[src/rtl/sar_adc_ctrl_if.sv]
// Bus between the SAR controller and its comparator/DAC front end.
// SAR_ADC_ABORT_EN adds the abort request line.
interface sar_adc_ctrl_if #(
  parameter int WIDTH = 8
);
  logic             start;
  logic             cmp;
  logic [WIDTH-1:0] dac_code;
  logic             busy;
  logic             done;
  logic [WIDTH-1:0] result;
`ifdef SAR_ADC_ABORT_EN
  logic             abort;

  modport master (output start, cmp, abort, input dac_code, busy, done, result);
  modport slave  (input start, cmp, abort, output dac_code, busy, done, result);
`else
  modport master (output start, cmp, input dac_code, busy, done, result);
  modport slave  (input start, cmp, output dac_code, busy, done, result);
`endif
endinterface

[src/rtl/sar_adc_ctrl.sv]
// Successive-approximation ADC controller: MSB-first binary search with per-bit DAC settling.
// Optional feature macro: SAR_ADC_ABORT_EN (adds an abort request that cancels a conversion).
module sar_adc_ctrl #(
  parameter int WIDTH  = 8,
  parameter int SETTLE = 2
) (
  input logic           clk,
  input logic           rst_n,
  sar_adc_ctrl_if.slave bus
);

  localparam int IDX_W = (WIDTH > 1) ? $clog2(WIDTH) : 1;
  localparam logic [WIDTH-1:0] MSB_ONLY   = {1'b1, {(WIDTH-1){1'b0}}};
  localparam logic [IDX_W-1:0] TOP_IDX    = IDX_W'(WIDTH - 1);
  localparam logic [3:0]       SETTLE_CNT = 4'(SETTLE);

  typedef enum logic [1:0] {IDLE, WAIT, DECIDE, DONE} state_t;

  state_t           state;
  logic [WIDTH-1:0] dac_code;
  logic [WIDTH-1:0] result;
  logic             busy;
  logic             done;
  logic [3:0]       cnt;
  logic [IDX_W-1:0] idx;
  logic [WIDTH-1:0] decide_code;
  logic             abort_req;

`ifdef SAR_ADC_ABORT_EN
  assign abort_req = bus.abort;
`else
  assign abort_req = 1'b0;
`endif

  // Code after resolving the current bit and, if any remain, trialling the next lower bit.
  always_comb begin
    decide_code = dac_code;
    if (!bus.cmp) begin
      decide_code[idx] = 1'b0;
    end
    if (idx != '0) begin
      decide_code[idx - 1'b1] = 1'b1;
    end
  end

  always_ff @(posedge clk) begin
    if (!rst_n) begin
      state    <= IDLE;
      dac_code <= '0;
      result   <= '0;
      busy     <= 1'b0;
      done     <= 1'b0;
      cnt      <= '0;
      idx      <= '0;
    end else begin
      done <= 1'b0;
      case (state)
        IDLE: begin
          if (bus.start) begin
            dac_code <= MSB_ONLY;
            idx      <= TOP_IDX;
            cnt      <= SETTLE_CNT;
            busy     <= 1'b1;
            state    <= (SETTLE == 0) ? DECIDE : WAIT;
          end
        end
        WAIT: begin
          if (abort_req) begin
            state    <= IDLE;
            busy     <= 1'b0;
            dac_code <= '0;
            cnt      <= '0;
            idx      <= '0;
          end else begin
            cnt <= cnt - 4'd1;
            if (cnt <= 4'd1) begin
              state <= DECIDE;
            end
          end
        end
        DECIDE: begin
          if (abort_req) begin
            state    <= IDLE;
            busy     <= 1'b0;
            dac_code <= '0;
            cnt      <= '0;
            idx      <= '0;
          end else begin
            dac_code <= decide_code;
            if (idx == '0) begin
              // done and result are registered on entry so they are valid during DONE.
              state  <= DONE;
              done   <= 1'b1;
              result <= decide_code;
            end else begin
              idx   <= idx - 1'b1;
              cnt   <= SETTLE_CNT;
              state <= (SETTLE == 0) ? DECIDE : WAIT;
            end
          end
        end
        DONE: begin
          busy  <= 1'b0;
          state <= IDLE;
        end
        default: begin
          state <= IDLE;
          busy  <= 1'b0;
        end
      endcase
    end
  end

  assign bus.dac_code = dac_code;
  assign bus.result   = result;
  assign bus.busy     = busy;
  assign bus.done     = done;

endmodule

[src/flat_wrapper.sv]
// flat-port wrapper written by rule: the top's interface ports become plain ports
module sar_adc_ctrl_flat 
#(
  parameter int WIDTH  = 8,
  parameter int SETTLE = 2
)
  (clk, rst_n, bus_start, bus_cmp, bus_dac_code, bus_busy, bus_done, bus_result);
  sar_adc_ctrl_if #(.WIDTH(WIDTH)) bus_i ();
  input logic clk;
  input logic rst_n;
  input wire logic [$bits(bus_i.start)-1:0] bus_start;
  input wire logic [$bits(bus_i.cmp)-1:0] bus_cmp;
  output wire logic [$bits(bus_i.dac_code)-1:0] bus_dac_code;
  output wire logic [$bits(bus_i.busy)-1:0] bus_busy;
  output wire logic [$bits(bus_i.done)-1:0] bus_done;
  output wire logic [$bits(bus_i.result)-1:0] bus_result;
  assign bus_i.start = bus_start;
  assign bus_i.cmp = bus_cmp;
  assign bus_dac_code = bus_i.dac_code;
  assign bus_busy = bus_i.busy;
  assign bus_done = bus_i.done;
  assign bus_result = bus_i.result;
  sar_adc_ctrl #(.WIDTH(WIDTH), .SETTLE(SETTLE)) u_core (.clk(clk), .rst_n(rst_n), .bus(bus_i));
endmodule
[config.mk]
export PLATFORM = sky130hd
export DESIGN_NAME = sar_adc_ctrl_flat
export DESIGN_NICKNAME = d
export VERILOG_FILES = /design/src/rtl/sar_adc_ctrl_if.sv /design/src/rtl/sar_adc_ctrl.sv /design/src/flat_wrapper.sv
export SDC_FILE = /design/constraint.sdc
export NUM_CORES = 1
export LEC_CHECK = 0
export BUFFER_PORTS_ARGS = -buffer_cell sky130_fd_sc_hd__buf_2
export CORE_MARGIN = 2
export CORE_UTILIZATION = 41
export CTS_BUF_LIST = sky130_fd_sc_hd__clkbuf_8
export CTS_CLUSTER_DIAMETER = 200
export DETAILED_ROUTE_END_ITERATION = 8
export GPL_TIMING_DRIVEN = 0
export SLEW_MARGIN = 20
export SYNTH_ARGS = -nofsm -noshare
export SYNTH_HDL_FRONTEND = slang
export SYNTH_SLANG_ARGS = --single-unit
[constraint.sdc]
create_clock -name clk -period 2.2 [get_ports clk]
set_input_delay 0.22 -clock clk [delete_from_list [all_inputs] [get_ports clk]]
set_output_delay 0.22 -clock clk [all_outputs]
set_load 0.01 [all_outputs]
# Yosys cells after proc, flatten, opt, wreduce, memory -nomap -nowiden
# Index checks and enable logic that the tools add are counted.
dict set report word_totals {
  mem_bits_ro 0
  wordCells 60
  latchBits 0
  in_bits 4
  regBits 27
  mem_bits_rw 0
  output_inout_bits 18
  memories 0
}
dict set report classes {
  n_div 0
  n_mul 0
  n_reduce_logical 15
  n_lt_le_gt_ge 5
  bitwise 4
  mux 21
  addsub 2
  n_shift 0
  eq_ne 6
}
# operator n
set ops {}
lappend ops {{8-bit 2-to-1 mux} 3}
lappend ops {{8-bit one-hot mux with 2 select lines} 1}
lappend ops {{4-bit one-hot mux with 3 select lines} 1}
lappend ops {{2-bit AND reduction} 5}
lappend ops {{8-bit bitwise AND} 1}
lappend ops {{3-bit by 4-bit < comparator with 1-bit output (second input constant)} 2}
lappend ops {{4-bit 2-to-1 mux} 2}
lappend ops {{8-bit inverter} 1}
lappend ops {{8-bit OR} 1}
lappend ops {{2-bit one-hot mux with 4 select lines} 1}
lappend ops {{1-bit demux with 3-bit select} 2}
lappend ops {{3-bit by 1-bit >= comparator with 1-bit output (second input constant)} 2}
lappend ops {{2-bit 2-to-1 mux} 3}
lappend ops {{3-bit 2-to-1 mux} 2}
lappend ops {{3-bit one-hot mux with 2 select lines} 1}
lappend ops {{3-bit AND reduction} 2}
lappend ops {{3-bit nonzero test} 2}
lappend ops {{2-bit == test (second input constant)} 2}
lappend ops {{4-bit by 1-bit less-or-equal comparator with 1-bit output (second input constant)} 1}
lappend ops {{1-bit 2-to-1 mux} 4}
lappend ops {{2-bit inequality test (second input constant)} 2}
lappend ops {{4-bit by 1-bit subtractor with 4-bit output (second input constant)} 1}
lappend ops {{3-bit zero test} 1}
lappend ops {{3-bit by 1-bit subtractor with 3-bit output (second input constant)} 1}
lappend ops {{other kinds (8)} 9}

# Depth between registers and ports, before layout
dict set report logic_depth {
  ltp_word 10
  mapped_depth 7
  ltp_nobuf 6
}

# Worst setup path after synthesis
# OpenSTA, ideal clock, no wires.
dict set report synth_path {
  path_kind {reg-to-reg}
  from {reg u_core.state[0]}
  to {reg u_core.cnt[2]}
  n_path_buf 1
  setup_ns 0.132
  required_ns 2.068
  path_slack_ns 0.546
  path_stages_with_launch 8
  period_less_slack_ns 1.654
  arrival_time_ns 1.522
  cell_sequence {dfxtp_1 inv_1 ha_1 buf_2 and3b_1 or3_1 o21ai_0 a21oi_1}
}
dict set report synth_via {
  elab_chain_len 3
  word_cells_on_any_way 8
  cone_classes {eq/ne (4); mux (1); reduce/logical (3)}
}
# element line_no
set synth_rtl {}
lappend synth_rtl {{start, declared} sar_adc_ctrl.sv:19} ;# state_t state;
lappend synth_rtl {{start signal, assigned} sar_adc_ctrl.sv:64} ;# state <= (SETTLE == 0) ? DECIDE : WAIT;
lappend synth_rtl {{start signal, assigned} sar_adc_ctrl.sv:98} ;# state <= (SETTLE == 0) ? DECIDE : WAIT;
lappend synth_rtl {{2-bit == test (tied with other cells)} sar_adc_ctrl.sv:57} ;# case (state)
lappend synth_rtl {{2-bit inequality test (no line) / 3-bit nonzero test (equally long branches)} -}
lappend synth_rtl {{3-bit AND reduction (no line)} -}
lappend synth_rtl {{end signal, assigned} sar_adc_ctrl.sv:75} ;# cnt <= cnt - 4'd1;
lappend synth_rtl {{end, declared} sar_adc_ctrl.sv:24} ;# logic [3:0] cnt;
# Parallel ways exist; a longest one is shown, timed or not.
# A chain may end at the register's enable or synchronous reset.

# Worst setup path after layout
# Ends and elaborated chain as after synthesis.

==> flow_summary.yaml <==
worst_hold_path:
  hold_class: "primary input to register"
  min_path_cells: 3
  hold_path_end: "u_core.state[1]"
  holdCritStartpoint: "rst_n"
synth:
  synth_nets: 181
  yosysTopAreaCell: "dfxtp_1"
  synth_edf_count: 0
  yosysWarnings: 0
  synth.top_cells.by_count: "27 x dfxtp_1, 19 x nand2_1, 16 x a21oi_1"
  seq_area_frac_synth: 0.391
  yosys.cell_types.count: 37
  synthArstFlopShare: 0
  yosysTopAreaCellShare: 0.391
  syn_area_sq_um: 1380
  yosysMostFrequentCell: "dfxtp_1"
  avgSynthCellArea_sq_um: 8.28
  syn_inst: 167
  synth_ff_type: "dfxtp_1"
  yosys-top-cells-area: "dfxtp_1 39%, ha_1 9.0%, a21oi_1 5.8%"
  ys_ff_latch: 27
global_routing:
  grt_overflow_total: 0
  grt_pass1_wl_mm: 5.28
  gr-usage-all-layers: 0.183
  grt_pass1_vias: 1133
  grt_max_degree: 17
  antenna_found_initial: 0
setup_path:
  cp_max_fo: 9
  path_delay_family: "simple AND/OR/NAND/NOR gates"
  reg2reg_depth: 7
  crit_arrival_ns: 2.06
  cp_cell_sequence: "inv_1 -> ha_1 -> buf_2 -> and3b_1 -> or3_1 -> o21ai_0 -> a21oi_1"
  start_kind: "register"
  rr_startpoint: "u_core.state[0]"
  end_kind: "register"
  cp_slowest_cell: "dfxtp_1"
  max_stage_delay_ns: 0.44
  r2r_end: "u_core.cnt[2]"
  worstPathRequired_ns: 2.36
  crit_buf_inv: 2
  reg2reg_slack_ns: 0.30
  crit_type: "register to register"
floorplan:
  core_area_sq_um: 3280
  die_x_um: 62.1
  chipHeight_um: 62.1
  dieArea_sq_um: 3850
  initial_core_util: 0.421
  design.portCount: 22
  core.rowCount: 21
final_layout:
  drive_gt1_frac: 0.161
  nNetsFinal: 207
  diodes: 0
  final_util: 0.485
  syn_to_final_growth_pct: 15.3
  layoutNonFillerInstCount: 238
  stdcell_area_sq_um: 1590
sta:
  setup_tns_ns: 0
  min_period_over_period: 0.862
  hold_viol_final: 0
  tightest_slew_ns: 0.655
  rsz0062_at_grt: "false"
  slew_viol_final: 0
  maxSlewHeadroom: 0.561
  setup_violations: 0
  fmax_mhz: 527
  holdWs_ns: 0.256
  period_minus_slack_ns: 1.90
  finClkSkew_ns: 0.00218
place:
  place_inst: 234
  dpl.hpwl_mm: 2.39
  placed_area_sq_um: 1550
  port-buffer-count: 21
  gp_congestion: 0.854
clocking:
  cts_resized: 0
  clock_latency_ns: 0.28
  cts_tree: "done"
  cts_hold_buf: 0
  numCtsBuffers: 3
  clock-sinks: 27
  clock-root-buffer: "clkbuf_8"
  clk_path_buf_depth: 2
  clk_pin_slew_ns: 0.10
  h-tree-depth: 1
  postCtsSetupBuffers: 0
routing:
  drc_errors: 0
  drt_iter0_markers: 42
  num_vias: 1282
  ant_nets: 0
  via_per_inst: 5.39
  firstDrtPassIters: 4
  wl_mm: 3.20
  post_drt_wl_per_cell_um: 13.5
status:
  outcome: "complete, no violations"
power_and_ir_drop:
  intPower_mw: 1.02
  p_seq_frac: 0.367
  swShare: 0.437
  clkPwrFrac: 0.162
  cellLeakagePower_nw: 0.639
  power_density_nw_per_um2: 1140
  switchingPower_mw: 0.792
  p_comb_frac: 0.471
  peakVddDrop_uv: 681
job:
  drv_cap: 0
-- layout by cell type, fill, tap and decap left out, drive strengths merged, types with 4 or more instances in the layout --
| master | synthesis | routed |
|---|---|---|
| inv | 7 | 7 |
| a31oi | 4 | 4 |
| buf | 3 | 24 |
| clkbuf | 4 | 7 |
| dfxtp | 27 | 27 |
| or3 | 4 | 4 |
| o21ai | 14 | 14 |
| nand2 | 19 | 19 |
| nand2b | 4 | 4 |
| o31a | 5 | 5 |
| nor2 | 10 | 10 |
| ha | 10 | 10 |
| a21oi | 16 | 16 |
| nand3 | 11 | 11 |
-- routing by layer --
layer,share of wire,GRT usage
met1,0.47,0.236
met2,0.50,0.314
met3,0.021,0.0269
met4,0.010,0.0547
met5,0,0
-- how the worst max path moves through the flow --
stage / from / end / slack [ns] / cells past startpoint
3_5_place_dp: u_core.state[0] / u_core.cnt[2] / 0.33 / 7
5_1_grt: u_core.state[0] / u_core.state[1] / 0.13 / 7
2_1_floorplan: u_core.state[0] / u_core.cnt[2] / 0.55 / 7
6_report: u_core.state[0] / u_core.cnt[2] / 0.30 / 7
4_1_cts: u_core.state[0] / u_core.cnt[2] / 0.31 / 7
3_3_place_gp: u_core.state[0] / u_core.idx[2] / 0.36 / 6
-- tightest hold or removal path: stages --
cell and delay [ns]:
buf_2 0.13, nand4_1 0.08, o21ai_0 0.06
-- layout make-up --
class	instances	area, sq um
clock buffer	3	41.3
inverter	8	30.0
tap	46	57.6
timing repair buffer	21	105
sequential	27	541
multi-input combinational	125	782
fill	338	1690
clock inverter	1	7.51
buffer	7	30.0
-- state kept, by name, summed over array words and instances (netlist names) --
register and cells:
u_core.bus.dac_code 8, u_core.bus.result 8, u_core.cnt 4, u_core.idx 3
u_core.state 2, u_core.bus.busy 1, u_core.bus.done 1
-- metrics by stage --
| stage | power [mW] | setup slack (ns) |
|---|---|---|
| finish | 1.81 | 0.303 |
| global route | 1.96 | 0.133 |
| global placement | 1.49 | 0.363 |
| floorplan | 1.30 | 0.546 |
| detailed placement | 1.52 | 0.326 |
| CTS | 1.82 | 0.310 |
-- power groups by stage --
| stage | Combinational, mW | Sequential, mW | Clock, mW |
|---|---|---|---|
| global route | 0.966 | 0.678 | 0.318 |
| detailed placement | 0.847 | 0.675 | 0 |
| finish | 0.853 | 0.666 | 0.294 |
| CTS | 0.853 | 0.664 | 0.305 |
| global placement | 0.822 | 0.668 | 0 |
| floorplan | 0.641 | 0.662 | 0 |
-- cells by family after synthesis --
| kind of cell | after synthesis | synth area share |
|---|---|---|
| AOI/OAI and AO/OA | 48 | 0.214 |
| muxes | 2 | 0.0145 |
| DFF | 27 | 0.391 |
| buffers and inverters | 15 | 0.0434 |
| adders and majority gates | 10 | 0.0905 |
| and+or+nand+nor | 65 | 0.246 |
No activity file was read; power rests on OpenSTA's default activity.
